[src/rtl/product_accumulator_if.sv]
// Handshake/data bundle between the product accumulator and its neighbours:
// product input side, batch control, and the accumulated result.
interface product_accumulator_if #(
    parameter int N     = 8,
    parameter int ACC_W = 9
);
    localparam int CNT_W = $clog2(N + 1);

    logic             start;
    logic             p_valid;
    logic [5:0]       p_in;
    logic             ack;
    logic [ACC_W-1:0] acc;
    logic [CNT_W-1:0] count;
    logic             busy;
    logic             done;
    logic             overflow;

    modport master (
        output start, p_valid, p_in, ack,
        input  acc, count, busy, done, overflow
    );

    modport slave (
        input  start, p_valid, p_in, ack,
        output acc, count, busy, done, overflow
    );
endinterface

[src/rtl/product_accumulator.sv]
// Sums a batch of N unsigned 6-bit multiplier products into an ACC_W-bit
// accumulator, reporting the result with a done/ack handshake and a sticky overflow.
module product_accumulator #(
    parameter int N     = 8,
    parameter int ACC_W = 9
) (
    input  logic                  clk,
    input  logic                  reset,
    product_accumulator_if.slave  bus
);
    localparam int CNT_W = $clog2(N + 1);
    localparam logic [CNT_W-1:0] LAST_CNT = CNT_W'(N - 1);

    typedef enum logic [1:0] {
        IDLE  = 2'd0,
        ACCUM = 2'd1,
        DONE  = 2'd2
    } state_t;

    state_t           state_r, state_s;
    logic [ACC_W-1:0] acc_r, acc_s;
    logic [CNT_W-1:0] count_r, count_s;
    logic             overflow_r, overflow_s;
    logic             busy_r, done_r;
    logic [ACC_W:0]   sum_s;

    // One extra bit on the add exposes the carry out of the accumulator
    function automatic logic [ACC_W:0] add_product(input logic [ACC_W-1:0] a,
                                                   input logic [5:0]       p);
        return {1'b0, a} + {{(ACC_W - 5){1'b0}}, p};
    endfunction

    // Widened sum of the current accumulator and the incoming product
    always_comb begin
        sum_s = add_product(acc_r, bus.p_in);
    end

    // Next-state and next-datapath values
    always_comb begin
        state_s    = state_r;
        acc_s      = acc_r;
        count_s    = count_r;
        overflow_s = overflow_r;
        case (state_r)
            IDLE: begin
                if (bus.start) begin
                    state_s    = ACCUM;
                    acc_s      = ACC_W'(0);
                    count_s    = CNT_W'(0);
                    overflow_s = 1'b0;
                end else begin
                    state_s = IDLE;
                end
            end
            ACCUM: begin
                if (bus.p_valid) begin
                    acc_s   = sum_s[ACC_W-1:0];
                    count_s = count_r + CNT_W'(1);
                    if (sum_s[ACC_W]) begin
                        overflow_s = 1'b1;
                    end else begin
                        overflow_s = overflow_r;
                    end
                    if (count_r == LAST_CNT) begin
                        state_s = DONE;
                    end else begin
                        state_s = ACCUM;
                    end
                end else begin
                    state_s = ACCUM;
                end
            end
            DONE: begin
                // start only counts when paired with ack, giving back-to-back batches
                if (bus.ack && bus.start) begin
                    state_s    = ACCUM;
                    acc_s      = ACC_W'(0);
                    count_s    = CNT_W'(0);
                    overflow_s = 1'b0;
                end else if (bus.ack) begin
                    state_s = IDLE;
                end else begin
                    state_s = DONE;
                end
            end
            default: begin
                state_s = IDLE;
            end
        endcase
    end

    // State, datapath and status registers
    always_ff @(posedge clk) begin
        if (reset) begin
            state_r    <= IDLE;
            acc_r      <= ACC_W'(0);
            count_r    <= CNT_W'(0);
            overflow_r <= 1'b0;
            busy_r     <= 1'b0;
            done_r     <= 1'b0;
        end else begin
            state_r    <= state_s;
            acc_r      <= acc_s;
            count_r    <= count_s;
            overflow_r <= overflow_s;
            busy_r     <= (state_s == ACCUM);
            done_r     <= (state_s == DONE);
        end
    end

    assign bus.acc      = acc_r;
    assign bus.count    = count_r;
    assign bus.overflow = overflow_r;
    assign bus.busy     = busy_r;
    assign bus.done     = done_r;
endmodule

[src/flat_wrapper.sv]
// flat-port wrapper written by rule: the top's interface ports become plain ports
module product_accumulator_flat 
#(
    parameter int N     = 8,
    parameter int ACC_W = 9
)
  (clk, reset, bus_start, bus_p_valid, bus_p_in, bus_ack, bus_acc, bus_count, bus_busy, bus_done, bus_overflow);
  product_accumulator_if #(.N(N), .ACC_W(ACC_W)) bus_i ();
  input  logic clk;
  input  logic reset;
  input wire logic [$bits(bus_i.start)-1:0] bus_start;
  input wire logic [$bits(bus_i.p_valid)-1:0] bus_p_valid;
  input wire logic [$bits(bus_i.p_in)-1:0] bus_p_in;
  input wire logic [$bits(bus_i.ack)-1:0] bus_ack;
  output wire logic [$bits(bus_i.acc)-1:0] bus_acc;
  output wire logic [$bits(bus_i.count)-1:0] bus_count;
  output wire logic [$bits(bus_i.busy)-1:0] bus_busy;
  output wire logic [$bits(bus_i.done)-1:0] bus_done;
  output wire logic [$bits(bus_i.overflow)-1:0] bus_overflow;
  assign bus_i.start = bus_start;
  assign bus_i.p_valid = bus_p_valid;
  assign bus_i.p_in = bus_p_in;
  assign bus_i.ack = bus_ack;
  assign bus_acc = bus_i.acc;
  assign bus_count = bus_i.count;
  assign bus_busy = bus_i.busy;
  assign bus_done = bus_i.done;
  assign bus_overflow = bus_i.overflow;
  product_accumulator #(.N(N), .ACC_W(ACC_W)) u_core (.clk(clk), .reset(reset), .bus(bus_i));
endmodule
[config.mk]
export PLATFORM = sky130hd
export DESIGN_NAME = product_accumulator_flat
export DESIGN_NICKNAME = d
export VERILOG_FILES = /design/src/rtl/product_accumulator_if.sv /design/src/rtl/product_accumulator.sv /design/src/flat_wrapper.sv
export SDC_FILE = /design/constraint.sdc
export NUM_CORES = 1
export LEC_CHECK = 0
export CORE_MARGIN = 5
export CORE_UTILIZATION = 41
export DETAILED_ROUTE_END_ITERATION = 10
export MAX_ROUTING_LAYER = met4
export PLACE_DENSITY = 0.73
export SYNTH_ARGS = -nofsm -noshare
export SYNTH_HDL_FRONTEND = slang
export SYNTH_SLANG_ARGS = --single-unit
[constraint.sdc]
create_clock -name clk -period 1.7 [get_ports clk]
set_input_delay 0.255 -clock clk [delete_from_list [all_inputs] [get_ports clk]]
set_output_delay 0.255 -clock clk [all_outputs]
set_load 0.005 [all_outputs]
* Yosys cells after proc, flatten, opt, wreduce, memory -nomap -nowiden
Index checks and enable logic that the tools add are counted.
Operators by class: $add $sub $neg 2, eq/ne operators 9, mux-type cells 19, reductions and logical operators 5
Operators by type and width (number):
- $mux 9 | 3
- $pmux 9 s3 | 1
- $mux 4 | 3
- $pmux 4 s3 | 1
- $add 9x6->10 | 1
- $mux 2 | 4
- $pmux 2 s3 | 1
- $mux 1 | 5
- $reduce_and 5->1 | 1
- $add 4x1->4 const B | 1
- $eq 2x1->1 const B | 2
- $eq 2x2->1 const B | 2
- $eq 4x3->1 const B | 1
- $ne 2x1->1 const B | 2
- $ne 2x2->1 const B | 2
- $reduce_and 4->1 | 1
- $pmux 1 s3 | 1
- $reduce_bool 3->1 | 1
- $logic_not 2->1 | 1
- $logic_and 1x1->1 | 1
Word-level totals: bits in registers 18, input port bits 11, output and inout port bits 16

* Longest topological paths before layout
depth in word-level cells 5, depth in mapped cells 8, mapped depth without buffers 8

* Worst setup path after synthesis
OpenSTA, ideal clock, no wires.
path type register to register, from register u_core.acc_r[0] (netlist: u_core.bus.acc[0]), to register u_core.acc_r[8] (netlist: u_core.bus.acc[8]), library setup time 70 ps, arrival 1851 ps, data required time 1630 ps, path slack -221 ps, cell stages (with the launch flop) 9, path buffers 0, path through dfxtp_1 -> ha_1 -> inv_1 -> fa_1 -> nand2b_1 -> a21oi_1 -> o22ai_1 -> or3_1 -> a21oi_1
Between the ends: cells in the longest elaborated chain, start to end 3
Ends and longest elaborated chain:
- start: declaration | RTL line product_accumulator.sv:21 | logic [ACC_W-1:0] acc_r, acc_s;
- start signal: assignment | RTL line product_accumulator.sv:103 | acc_r <= acc_s;
- $add 9x6->10 | RTL line product_accumulator.sv:30 | return {1'b0, a} + {{(ACC_W - 5){1'b0}}, p};
- $mux 9 | RTL line product_accumulator.sv:56 | if (bus.p_valid) begin
- $pmux 9 s3 | RTL line product_accumulator.sv:44 | case (state_r)
Every way passes these cells. The select of a mux whose other input is x is not followed. A chain may end at the register's enable or synchronous reset.

* Worst setup path in the final report
from register u_core.acc_r[0] (netlist: u_core.bus.acc[0]), to register u_core.acc_r[6] (netlist: u_core.bus.acc[6])
Same word-level chain as after synthesis.

==> results.toml <==
[finish]
syn_to_final_growth_pct = 54.6
n_antenna_cell = 0
final_common_cell = "clkdlybuf4s50_1"
nNetsFinal = 174
final_cell_mix = "clkdlybuf4s50_1 (24), nor2_1 (22), buf_4 (19)"
final_cells = 181
drive_gt1_frac = 0.222
nFillCells = 182

[synth]
synth-seq-area-share = 0.387
synth_fp_nets = 126
synth_cell_types = 36
netlist_area_sq_um = 931
yosysWarningCount = 0
syn-instance-count = 107
ys_ff_latch = 18
synth.avg_cell_area_sq_um = 8.70

[grt]
grt_max_degree = 16
grt_pass1_wl_microns = 4000
grt_usage = 0.155
antenna_found_initial = 0
gr-total-overflow = 0
first_global_vias = 933

[placement]
portBuffers = 26
dp_cells = 176
routabilityCongestion = 0.783
dpl.hpwl_microns = 1890

[clock_network]
clkTransAtPathRegs_ns = 0.10
cts_buffer_depth = 2
cts_tree = "done"
cts_buffers = 3
clockRootBuffer = "clkbuf_4"
clk_latency_ns = 0.29
cts-htree-levels = 1
ctsHoldBuffers = 0
cts.sinks = 18

[hold_path]
min-delay-start = "u_core.bus.overflow$_SDFFE_PP0P_"
hp-class = "flop to flop"
holdPathStages = 2
worstHoldEndpoint = "u_core.bus.overflow$_SDFFE_PP0P_"

[worst_setup_path]
crit_start = "u_core.bus.acc[0]$_SDFFE_PP0P_"
crit_family = "simple AND/OR/NAND/NOR gates"
worst_ep_required_time_ns = 1.95
cp_num_buf_inv = 1
cp_slowest_stage_delay_ns = 0.39
crit_type = "flop to flop"
end_kind = "flop"
cp_slowest_cell = "or4_1"
rr_worst_depth = 8
crit_path_start_kind = "flop"
worst_ep_arrival_time_ns = 1.99
r2r-end = "u_core.bus.acc[6]$_SDFFE_PP0P_"
critPathMaxFanout = 3
crit_chain = "ha_4, inv_2, fa_2, nand2b_4, a21oi_4, o22ai_2, or4_1, nand2_1"
regToRegSetupSlack_ns = -0.04
r2r-start = "u_core.bus.acc[0]$_SDFFE_PP0P_"

[sta]
setup_ws_ns = -0.0392
setup_violations = 2
worstMarginPinSlew_ns = 0.278
finalWorstPathRequiredPeriod_ns = 1.74
final_hold_viol_count = 0
fin_hold_ws_ns = 0.494
fin_worst_skew_ns = 0.00910
grt_setup_unrepaired = "true"
max_freq_ghz = 0.575
period_share = 1.02
maxSlewViolCount = 0
maxSlewHeadroom = 0.813

[floorplanning]
coreArea_sq_um = 2190
io_pins = 27
start_util = 0.425
dieArea_sq_um = 3320
fp.dieH_microns = 57.7
dieWidth_microns = 57.7
std_cell_rows = 17

[route]
num_vias = 956
antenna_left = 0
drc = 0
drt-initial-drc-count = 27
routed_wl_microns = 2390
vias_per_cell = 5.28
first_pass_iters = 4
wl_per_cell_microns = 13.2

[pwr]
p_per_area_nw_per_um2 = 583
peakVddDrop_v = 0.000596
p_leak_nw = 0.604

[status]
violations = "setup timing"
status = "finished with violations"

[run]
drv_cap = 0
## what timing repair did
item                                    in CTS  in global routing
endpoints found under the setup margin       4                  5
resized for setup                            4                  5
pin swaps                                    4                  4
buffers inserted                             2                  0
## sequential cells by signal, summed over array words and instances (netlist names)
register,flops
u_core.bus.count,4
u_core.bus.busy,1
u_core.state_r,2
u_core.bus.overflow,1
u_core.bus.done,1
u_core.bus.acc,9
## worst min-delay path, stage by stage (launching register included)
cell	delay [ns]
dfxtp_1	0.34
a31oi_1	0.05
nor2_1	0.08
## worst max-delay path by stage
stage,endpoint,slack [ns],depth (start not counted)
finish,u_core.bus.acc[6]$_SDFFE_PP0P_,-0.04,8
global route,u_core.bus.acc[6]$_SDFFE_PP0P_,-0.14,8
CTS,u_core.bus.acc[6]$_SDFFE_PP0P_,-0.04,8
detailed placement,u_core.bus.acc[8]$_SDFFE_PP0P_,-0.56,9
global placement,u_core.bus.acc[8]$_SDFFE_PP0P_,-0.52,9
floorplan,u_core.bus.acc[8]$_SDFFE_PP0P_,-0.06,8
## metrics by stage
step	area (sq um)	worst slack, ns	total power, W	TNS, ns	util
after global routing	1440	-0.136	0.000890	-0.250	0.657
after detailed placement	1380	-0.561	0.000633	-2.57	0.629
after floorplan	965	-0.0629	0.000537	-0.109	-
after global placement	1380	-0.516	0.000627	-2.37	0.629
final	1440	-0.0392	0.000839	-0.0578	0.657
after CTS	1420	-0.0438	0.000843	-0.0709	0.649
## kinds of logic after synthesis
kind of cell	share of synthesized area
compound gates	0.194
simple gates	0.234
mux	0.0108
flops	0.387
fa+ha+maj	0.116
buf+inv	0.0215
xor+xnor	0.0376
## routing by layer
metal,vias to the layer above,share of wire,global-route usage
met5,-,0,-
met4,0,0.0080,0.0397
met3,2,0.073,0.0468
met2,33,0.51,0.276
met1,442,0.40,0.167
li1,479,-,-
## area by class of cell
type,instances,area [sq um],share of cell area
flip-flops and latches,18,362,0.251
clock buffers,3,22.5,0.0157
well taps,28,35.0,0.0243
repair buffers,45,400,0.278
inverters,3,11.3,0.00783
multi-input cells,84,608,0.423
## power breakdown
group	switching (W)	internal (W)	total (W)
registers	0.00000967	0.000433	0.000443
logic	0.0000845	0.000105	0.000189
clock network	0.000124	0.0000824	0.000207
total	0.000219	0.000620	0.000839
## cells in the mapped netlist
master / number / area, sq um
nor2_1: 22 / 82.6
dfxtp_1: 18 / 360
a21oi_1: 9 / 45.0
ha_1: 7 / 87.6
o21ai_0: 5 / 25.0
nand2b_1: 4 / 25.0
a22oi_1: 3 / 22.5
inv_1: 3 / 11.3
a211oi_1: 2 / 15.0
and2b_1: 2 / 15.0
nand3b_1: 2 / 15.0
nand4b_1: 2 / 17.5
nor2b_1: 2 / 12.5
o21ai_1: 2 / 10.0
xnor2_1: 2 / 17.5
xor2_1: 2 / 17.5
a21o_1: 1 / 7.51
a31oi_1: 1 / 6.26
a32oi_1: 1 / 8.76
and2_1: 1 / 6.26
buf_2: 1 / 5.00
clkbuf_1: 1 / 3.75
fa_1: 1 / 20.0
mux2i_1: 1 / 10.0
nand2_1: 1 / 3.75
nand3_1: 1 / 5.00
nand4_1: 1 / 6.26
o2111a_1: 1 / 11.3
o211ai_1: 1 / 7.51
o21bai_1: 1 / 7.51
o22ai_1: 1 / 6.26
o31ai_1: 1 / 7.51
or2_2: 1 / 6.26
or2_4: 1 / 8.76
or3_1: 1 / 6.26
or4_1: 1 / 7.51
Power figures use the tool's default switching activity.
